<file path="config.mk">
export PLATFORM = sky130hd
export DESIGN_NAME = frame_update_scheduler
export DESIGN_NICKNAME = d
export VERILOG_FILES = /design/src/rtl/frame_update_scheduler.sv
export SDC_FILE = /design/constraint.sdc
export NUM_CORES = 1
export LEC_CHECK = 0
export ABC_AREA = 0
export CAP_MARGIN = 20
export CORE_MARGIN = 5
export CORE_UTILIZATION = 50
export CTS_CLUSTER_DIAMETER = 40
export DETAILED_ROUTE_END_ITERATION = 8
export PLACE_DENSITY = 0.86
export SYNTH_ARGS = -nofsm -noshare
export SYNTH_HDL_FRONTEND = slang
export SYNTH_SLANG_ARGS = --single-unit
</file>
<file path="constraint.sdc">
create_clock -name clk -period 5.5 [get_ports clk]
set_input_delay 0.825 -clock clk [delete_from_list [all_inputs] [get_ports clk]]
set_output_delay 0.825 -clock clk [all_outputs]
set_load 0.05 [all_outputs]
</file>
<file path="src/rtl/frame_update_scheduler.sv">
// Grants the shared snake/food memory to game logic during vertical blanking every N frames.
// upd_req/mem_sel rise one clock after frame_end; upd_req is held until upd_done arrives.
module frame_update_scheduler #(
  parameter int H_LAST = 1439,
  parameter int V_LAST = 899,
  parameter int DIV0   = 8,
  parameter int DIV1   = 6,
  parameter int DIV2   = 4,
  parameter int DIV3   = 2
) (
  input  logic        clk,
  input  logic        rst,
  input  logic [10:0] curr_x,
  input  logic [10:0] curr_y,
  input  logic        pause,
  input  logic [1:0]  speed_sel,
  input  logic        upd_done,
  output logic        upd_req,
  output logic        mem_sel,
  output logic [15:0] tick_count,
  output logic        overrun
);

  typedef enum logic [1:0] {RUN, GRANT, LATE} state_t;

  state_t      state_q, state_d;
  logic [7:0]  div_cnt_q, div_cnt_d;
  logic [7:0]  divisor_q, divisor_d;
  logic        div_init_q, div_init_d;
  logic [10:0] curr_y_q, curr_y_d;
  logic        pos_last_q, pos_last_d;
  logic        upd_req_q, upd_req_d;
  logic        mem_sel_q, mem_sel_d;
  logic [15:0] tick_count_q, tick_count_d;
  logic        overrun_q, overrun_d;

  logic pos_last;
  logic frame_end;
  logic frame_start;

  function automatic logic [7:0] sel_div(input logic [1:0] s);
    case (s)
      2'd0:    return 8'(DIV0);
      2'd1:    return 8'(DIV1);
      2'd2:    return 8'(DIV2);
      default: return 8'(DIV3);
    endcase
  endfunction

  assign pos_last    = (curr_x == 11'(H_LAST)) && (curr_y == 11'(V_LAST));
  assign frame_end   = pos_last && !pos_last_q;
  assign frame_start = (curr_y_q == 11'(V_LAST)) && (curr_y != 11'(V_LAST));

  always_comb begin
    state_d      = state_q;
    div_cnt_d    = div_cnt_q;
    divisor_d    = divisor_q;
    div_init_d   = 1'b1;
    curr_y_d     = curr_y;
    pos_last_d   = pos_last;
    upd_req_d    = upd_req_q;
    mem_sel_d    = mem_sel_q;
    tick_count_d = tick_count_q;
    overrun_d    = overrun_q;

    // First clock after reset release picks up the requested speed.
    if (!div_init_q) begin
      divisor_d = sel_div(speed_sel);
    end

    case (state_q)
      RUN: begin
        upd_req_d = 1'b0;
        mem_sel_d = 1'b0;
        if (frame_end && !pause) begin
          if (div_cnt_q == divisor_q - 8'd1) begin
            div_cnt_d = 8'd0;
            upd_req_d = 1'b1;
            mem_sel_d = 1'b1;
            divisor_d = sel_div(speed_sel);
            state_d   = GRANT;
          end else begin
            div_cnt_d = div_cnt_q + 8'd1;
          end
        end
      end
      GRANT: begin
        if (upd_done) begin
          upd_req_d    = 1'b0;
          mem_sel_d    = 1'b0;
          tick_count_d = tick_count_q + 16'd1;
          state_d      = RUN;
        end else if (frame_start) begin
          // Visible area is starting: renderer takes the memory back.
          overrun_d = 1'b1;
          mem_sel_d = 1'b0;
          state_d   = LATE;
        end
      end
      LATE: begin
        if (upd_done) begin
          upd_req_d    = 1'b0;
          tick_count_d = tick_count_q + 16'd1;
          state_d      = RUN;
        end
      end
      default: begin
        upd_req_d = 1'b0;
        mem_sel_d = 1'b0;
        state_d   = RUN;
      end
    endcase
  end

  always_ff @(posedge clk or negedge rst) begin
    if (!rst) begin
      state_q      <= RUN;
      div_cnt_q    <= 8'd0;
      divisor_q    <= 8'(DIV0);
      div_init_q   <= 1'b0;
      curr_y_q     <= 11'd0;
      pos_last_q   <= 1'b0;
      upd_req_q    <= 1'b0;
      mem_sel_q    <= 1'b0;
      tick_count_q <= 16'd0;
      overrun_q    <= 1'b0;
    end else begin
      state_q      <= state_d;
      div_cnt_q    <= div_cnt_d;
      divisor_q    <= divisor_d;
      div_init_q   <= div_init_d;
      curr_y_q     <= curr_y_d;
      pos_last_q   <= pos_last_d;
      upd_req_q    <= upd_req_d;
      mem_sel_q    <= mem_sel_d;
      tick_count_q <= tick_count_d;
      overrun_q    <= overrun_d;
    end
  end

  assign upd_req    = upd_req_q;
  assign mem_sel    = mem_sel_q;
  assign tick_count = tick_count_q;
  assign overrun    = overrun_q;

endmodule

</file>
# ---- After elaboration in Yosys (flattened, before gate mapping)
# Cells that the tools add are included.
dict set report classes {
  n_reduce_logical 14
  add_sub_neg 3
  mux 19
  n_bitwise 2
  eq_ne 14
}
# operator n
set op_table {}
lappend op_table {{8-bit two-way mux} 5}
lappend op_table {{11-bit by 10-bit == test with 1-bit output (second input constant)} 2}
lappend op_table {{16-bit by 1-bit adder with 16-bit output (second input constant)} 1}
lappend op_table {{4-bit one-hot mux with 3 select lines} 1}
lappend op_table {{11-bit == test (second input constant)} 1}
lappend op_table {{11-bit by 10-bit != test with 1-bit output (second input constant)} 1}
lappend op_table {{2-bit two-way mux} 5}
lappend op_table {{8-bit by 1-bit adder with 8-bit output (second input constant)} 1}
lappend op_table {{8-bit == test} 1}
lappend op_table {{8-bit by 1-bit subtractor with 8-bit output (second input constant)} 1}
lappend op_table {{2-bit != test (second input constant)} 3}
lappend op_table {{2-bit one-hot mux with 3 select lines} 1}
lappend op_table {{2-bit AND reduction} 3}
lappend op_table {{1-bit two-way mux} 5}
lappend op_table {{2-bit by 1-bit == test with 1-bit output (second input constant)} 2}
lappend op_table {{2-bit == test (second input constant)} 2}
lappend op_table {{1-bit logical AND} 4}
lappend op_table {{2-bit logical NOT} 2}
lappend op_table {{4-bit AND reduction} 1}
lappend op_table {{3-bit != test (second input constant)} 1}
lappend op_table {{1-bit one-hot mux with 3 select lines} 1}
lappend op_table {{3-bit AND reduction} 1}
lappend op_table {{1-bit logical NOT} 2}
lappend op_table {{2-bit by 1-bit != test with 1-bit output (second input constant)} 1}
lappend op_table {{other kinds (3)} 4}
dict set report totals {
  word_cells 62
  regBits 50
  in_bits 28
  out_inout_bits 19
}

# ---- Logic depth before layout (Yosys ltp)
# Gate-level depths: netlist (run 1).
dict set report depth {
  ltp_word 6
  depth_mapped 9
  depth_no_buf 8
}

# ---- Least setup slack after synthesis (run 1)
# Ideal clock, no wire load.
dict set report synth_path {
  path_kind {in2reg}
  from {in curr_x[6]}
  to {reg divisor_q[2]}
  setup_time_ns 0.125
  cell_stages 6
  t_required_ns 5.375
  arrival_ns 2.650
  setup_slack_ns 2.725
  path_buffers 0
  cell_sequence {nand4b_1 -> or4b_4 -> nor4_4 -> nand2_4 -> o31ai_4 -> mux2_4}
}
dict set report synth_via {
  elab_chain_len 6
}
# item line
set synth_lines {}
lappend synth_lines {{start: declaration} 13} ;# input logic [10:0] curr_x,
lappend synth_lines {{11-bit == test} 50} ;# assign pos_last = (curr_x == 11'(H_LAST)) && (curr_y == 11'(V_LAST));
lappend synth_lines {{1-bit logical AND} 50}
lappend synth_lines {{1-bit logical AND} 51} ;# assign frame_end = pos_last && !pos_last_q;
lappend synth_lines {{1-bit logical AND} 75} ;# if (frame_end && !pause) begin
lappend synth_lines {{8-bit two-way mux} 75}
lappend synth_lines {{8-bit two-way mux} 71} ;# case (state_q)
lappend synth_lines {{net divisor_d[2]} 28} ;# logic [7:0] divisor_q, divisor_d;
lappend synth_lines {{end signal: assignment} 119} ;# divisor_q <= 8'(DIV0);
lappend synth_lines {{end signal: assignment} 130} ;# divisor_q <= divisor_d;
lappend synth_lines {{end: declaration} 28}
# The timed path passes the listed nets, and every way through them passes these cells.
# A chain may end at the register's enable or synchronous reset.

# ---- Worst setup path in the final report (run 1)
# Ends and elaborated chain as after synthesis.

==> summary.txt, run 1 <==
Yosys
  • EDFF count, synth: 0
  • Post-Syn Area: 2536 um2
  • Synth top cells by count: dfrtp_1 (49), nand2_1 (24), nor2_1 (18)
  • Most common cell in the synthesized netlist: dfrtp_1
  • Flops & latches, synth: 50
  • Yosys warning count: 0
  • Sequential cell area fraction in the yosys report: 0.4938
  • Cell count after synthesis: 241
  • Post-synth top area share: 0.4835
  • Synth unique cells: 52
  • Primary FF master, synth: dfrtp_1
  • Largest area contributor in the netlist: dfrtp_1
  • Average size of a mapped cell: 10.52 um2
  • Post-Syn Nets: 279
  • Fraction of registers with async set/reset: 1.000
  • Synth area leaders: dfrtp_1 (48%), xnor2_1 (5.9%), ha_1 (4.9%)

Power and ir drop
  • P_sw: 314.9 uW
  • Int Pwr: 646.5 uW
  • Switching Share: 0.3276
  • Flop pwr share: 0.454
  • Combinational power share: 0.282
  • Worst VDD drop: 0.0003339 V
  • Static Leak: 0.001404 uW
  • PD cells: 300.7 nW/um2
  • Clock power frac: 0.263

Route
  • Antenna viol nets, final: 0
  • DR DRC count: 0
  • Initial DRC count: 83
  • WL/cell: 13.60 um
  • Post-DR vias/cell: 5.309
  • Drt pass-1 iters: 4
  • WL final: 4935 um
  • Vias: 1927

Clocking
  • CTS root buffer: clkbuf_8
  • Clk sinks: 50
  • Clk buf depth: 2
  • H-tree levels: 2
  • Worst skew pair latency: 0.30 ns
  • CTS Hold Bufs: 0
  • CTS Buf Count: 5
  • CTS tree: built
  • CTS resizes: 0
  • Setup Fix Bufs, Post-CTS: 0
  • CTS clk-pin slew, worst paths: 0.09 ns

Critical path
  • CP Launch Point: curr_x[6]
  • WS Path Type: in -> reg
  • Req. time, crit path: 5.69 ns
  • Arr. time, crit path: 3.18 ns
  • Worst r2r dst: divisor_q[2]
  • CP Launch Type: input port
  • Worst Path Max Fanout: 8
  • Worst r2r src: divisor_q[0]
  • Worst reg2reg path depth: 7
  • Crit. End Element: flop
  • Worst reg2reg setup slack: 3.02 ns

Die
  • Number of I/O pins: 47
  • Chip height: 81.22 um
  • Rows: 26
  • Initial Util: 0.5062
  • Die footprint: 6597 um2
  • Chip width: 81.22 um
  • Core Footprint: 5010 um2

Placed design
  • Final HPWL DP: 3744 um
  • # port buffers: 46
  • Placed Area: 3068 um2
  • Final Wtd Congestion: 0.8087

Min path
  • Hold Crit Class: in -> async

Finish
  • Final Cell Area: 3197 um2
  • Layout net count: 330
  • N_diodes: 0
  • Area grow syn2layout: 26.05%
  • Share of cells above drive strength 1: 0.09215
  • Number of fill cells: 418

STA
  • Endpoints failing setup: 0
  • Max-slew headroom: 0.6568
  • Tmin final: 2.991 ns
  • Unrepaired setup endpoints after global routing: no
  • Final Max Tran Viols: 0
  • Worst slew pin tran: 0.5132 ns
  • Clock Skew: 0.005086 ns
  • Final hold viol count: 0
  • Final Cycle Share: 0.5439
  • FMAX: 0.3343 GHz
  • TNS Setup: 0 ns

Global routing
  • GR Util All Layers: 0.1633
  • Grt ovf: 0
  • Largest net degree at the start of global routing: 51
  • Number of global-route vias before repair: 1936
  • Antenna violations before repair: 0
  • First-pass GRT wire length: 8397 um

Job
  • Maxcap violations: 0

Status
  • Outcome: finished clean
[cell type report]
type / count / area [um2] / share of cell area
Timing Repair Buffer: 47 / 475.5 / 0.1487
Tap cell: 70 / 87.58 / 0.02740
Clock buffer: 5 / 68.82 / 0.02153
Sequential cell: 50 / 1252 / 0.3918
Clock inverter: 3 / 40.04 / 0.01252
Multi-Input combinational cell: 175 / 1224 / 0.3828
Inverter: 13 / 48.80 / 0.01526
[worst max-delay path: stages]
cell and delay, ns:
clkdlybuf4s50_1 0.39, nand4b_1 0.16, or4b_4 0.53, nor4_4 0.40
nand2_4 0.14, o31ai_4 0.40, mux2_4 0.34
[worst max path at each step]
| stage | endpoint |
|---|---|
| finish | divisor_q[2] |
| floorplan | divisor_q[2] |
| CTS | divisor_q[2] |
| global placement | divisor_q[2] |
| global route | divisor_q[2] |
| detailed placement | divisor_q[2] |
[cell families after synthesis]
group	count (synthesis)	share of synthesized area
AO/OA/AOI/OAI	32	0.09571
XOR/XNOR	24	0.08288
adder cells (fa/ha/maj)	10	0.04933
buffers and inverters	16	0.02368
flip-flops	50	0.4938
multiplexers	4	0.02023
other	1	0.001479
AND/OR/NAND/NOR	104	0.2329
[cell usage in the layout (no fill, tap or decap), types with 2 or more instances in the layout]
cell type and count:
ha_1 10, xnor2_1 17, inv_1 13, and2_1 3, nand2_1 24, and3_1 3
o21ai_0 8, nor3_1 6, nor2b_1 2, nor2_1 18, nor4_1 2, or2_2 2
o31ai_1 2, a22o_2 3, nand2b_1 6, dfrtp_1 49, nor4bb_1 2, mux2_4 2
nand3b_1 4, nand4_1 4, clkinv_2 2, nand3_1 13, a211oi_1 2, clkbuf_8 5
o22ai_1 3, o41ai_1 2, clkdlybuf4s50_1 45, xor2_1 7, nor3b_1 3, o21bai_1 4
[power groups by stage]
stage	Combinational (uW)	Clock (uW)	Sequential, uW
2_1_floorplan	111	0	506
3_3_place_gp	265	0	442
3_5_place_dp	272	0	445
4_1_cts	274	259	438
5_1_grt	294	271	444
6_report	272	253	437
[per-stage QoR]
step           total power, uW  setup WS, ns    util  hold WS, ns  cells
2_1_floorplan            616.8         2.725       -       0.4897    241
3_3_place_gp             706.5         2.213  0.6124       0.4489    354
3_5_place_dp             716.5         2.174  0.6124       0.4513    354
4_1_cts                  970.0         2.497  0.6341       0.4769    362
5_1_grt                   1008         2.364  0.6381       0.4490    363
6_report                 961.4         2.509  0.6381       0.4282    363
[flip-flops by register name (all words and copies together), names as in the netlist]
signal	flops
curr_y_q	11
div_cnt_q	8
div_init_q	1
divisor_q	8
mem_sel	1
overrun	1
pos_last_q	1
state_q	2
tick_count	16
upd_req	1
[metal layers]
layer / vias up / GRT usage / share of wire
met1: 929 / 0.1907 / 0.42
met2: 42 / 0.2890 / 0.52
met5: - / 0 / 0
li1: 944 / - / -
met4: 0 / 0.05574 / 0.018
met3: 12 / 0.04324 / 0.048
(Power assumes the default switching activity.)
==> run 2: changes to the inputs <==
--- a/config.mk
+++ b/config.mk
@@ -8,10 +8,10 @@
 export ABC_AREA = 0
 export CAP_MARGIN = 20
 export CORE_MARGIN = 5
-export CORE_UTILIZATION = 50
+export CORE_UTILIZATION = 47
 export CTS_CLUSTER_DIAMETER = 40
 export DETAILED_ROUTE_END_ITERATION = 8
-export PLACE_DENSITY = 0.86
+export PLACE_DENSITY = 0.85
 export SYNTH_ARGS = -nofsm -noshare
 export SYNTH_HDL_FRONTEND = slang
 export SYNTH_SLANG_ARGS = --single-unit
==> constraint.sdc (replaced) <==
create_clock -name clk -period 2.6 [get_ports clk]
set_input_delay 0.39 -clock clk [delete_from_list [all_inputs] [get_ports clk]]
set_output_delay 0.39 -clock clk [all_outputs]
set_load 0.05 [all_outputs]
==> summary.txt, run 2 (same netlist as run 1, synthesis figures left out) <==
Finish
  • Layout net count: 340
  • Share of cells above drive strength 1: 0.1155
  • Max reg flops: 16
  • Area grow syn2layout: 27.53%
  • Commonest non-fill, non-tap cell in the layout: dfrtp_1
  • Commonest non-fill, non-tap cells in the layout: dfrtp_1 (49), clkdlybuf4s50_1 (45), nand2_1 (24)
  • Cell Count, Final, Fillers Out: 373
  • N_diodes: 0

STA
  • Tmin final: 2.373 ns
  • Final Cycle Share: 0.9128
  • Endpoints failing setup: 0
  • Max-slew headroom: 0.6488
  • Clock Skew: 0.006684 ns
  • Worst slew pin tran: 0.5252 ns
  • Final Max Tran Viols: 0
  • Final hold viol count: 0
  • Unrepaired setup endpoints after global routing: no
  • FMAX: 0.4214 GHz

Clocking
  • CTS tree: built
  • Worst skew pair latency: 0.30 ns
  • H-tree levels: 2
  • CTS Hold Bufs: 0
  • Setup Fix Bufs, Post-CTS: 0
  • CTS clk-pin slew, worst paths: 0.09 ns
  • Clk buf depth: 2
  • CTS resizes: 0
  • Clk sinks: 50
  • CTS Buf Count: 5
  • CTS root buffer: clkbuf_8

Route
  • Drt pass-1 iters: 4
  • Initial DRC count: 99
  • DR DRC count: 0
  • WL/cell: 13.71 um
  • WL final: 5113 um
  • Antenna viol nets, final: 0
  • Vias: 1927
  • Post-DR vias/cell: 5.166

Critical path
  • CP peak stage delay: 0.44 ns
  • Slowest cell on the critical path: dfrtp_1
  • Critical Path, Cell by Cell: inv_1, ha_1, xnor2_1, a211oi_1, nand4_2, o31ai_4, buf_4, mux2i_1
  • Critical path depth: 8
  • Req. time, crit path: 2.82 ns
  • Arr. time, crit path: 2.60 ns
  • Crit. End Element: flop
  • CP Launch Type: flop
  • WS Path Type: reg -> reg
  • Worst reg2reg path depth: 8
  • CP top delay family: compound AO/OA/AOI/OAI gates
  • Worst Path Max Fanout: 9
  • Buf+Inv Stages, Crit Path: 2

Die
  • Chip width: 83.46 um
  • Initial Util: 0.4903
  • Chip height: 83.46 um
  • Die footprint: 6966 um2
  • Rows: 26
  • Number of I/O pins: 47
  • Core Footprint: 5172 um2

Power and ir drop
  • Static Leak: 0.001426 uW
  • Pwr Total: 1940 uW
  • PD cells: 599.7 nW/um2
  • Worst VDD drop: 0.001006 V

Global routing
  • Number of global-route vias before repair: 2011
  • Grt ovf: 0
  • First-pass GRT wire length: 8783 um
  • Largest net degree at the start of global routing: 30
  • Antenna violations before repair: 0
  • GR Util All Layers: 0.1504

Placed design
  • Final HPWL DP: 3997 um
  • Final Wtd Congestion: 0.8681
  • Placed Instances: 365
  • # port buffers: 46

Job
  • Maxcap violations: 0

Min path
  • Hold Crit Class: in -> async

Status
  • Outcome: finished clean
==> run 2: worst paths after layout <==
| path | start | slack (ns) | end |
|---|---|---|---|
| worst max-delay path | divisor_q[0] | 0.23 | divisor_q[1] |
| worst min-delay path | rst | 0.04 | div_cnt_q[6] |
| worst max register to register | divisor_q[0] | 0.23 | divisor_q[1] |
| worst min register to register | overrun | 0.47 | overrun |
| max in group asynchronous | rst | 1.82 | tick_count[8] |
| min in group clk | overrun | 0.47 | overrun |
==> run 2: metal layers <==
metal,global-route usage,vias up,wire [um],part of all wire
met5,0,-,0,0
met4,0.03216,0,39,0.0076
met3,0.04245,5,260,0.051
met2,0.2719,37,2669,0.52
met1,0.1777,917,2144,0.42
li1,-,968,-,-
==> run 2: stage by stage <==
step	utilization	setup WS, ns	TNS [ns]	hold slack (ns)	instance area [um2]
detailed placement	0.6091	-0.08315	-0.2705	0.3868	3151
global placement	0.6091	-0.03011	-0.04585	0.3778	3151
floorplan	-	0.2604	0	0.09441	2536
finish	0.6253	0.2268	0	0.04389	3234
CTS	0.6253	0.2086	0	0.06117	3234
global route	0.6253	0.09261	0	0.07371	3234
==> run 2: final cells by class <==
cell class	count	area, um2
clock inverter	1	7.507
multi-input combinational	175	1224
sequential	50	1252
clock buffer	7	76.32
timing repair buffer	57	538.0
inverter	13	48.80
tap	70	87.58
fill	405	1938
==> run 2: worst register-to-register path, delay by kind of cell (launching register included) <==
| family | cells | cell delay (ns) |
|---|---|---|
| flops | 1 | 0.44 |
| simple gates | 1 | 0.31 |
| fa+ha+maj | 1 | 0.30 |
| compound gates | 2 | 0.64 |
| xor+xnor | 1 | 0.14 |
| mux | 1 | 0.18 |
| buf+inv | 2 | 0.29 |
==> run 2: report_power, final <==
part           switching [uW]  leakage (uW)  internal, uW
combinational             336      0.000748           245
sequential               76.3      0.000639           845
clock                     246     0.0000385           191
total                     658       0.00143          1280
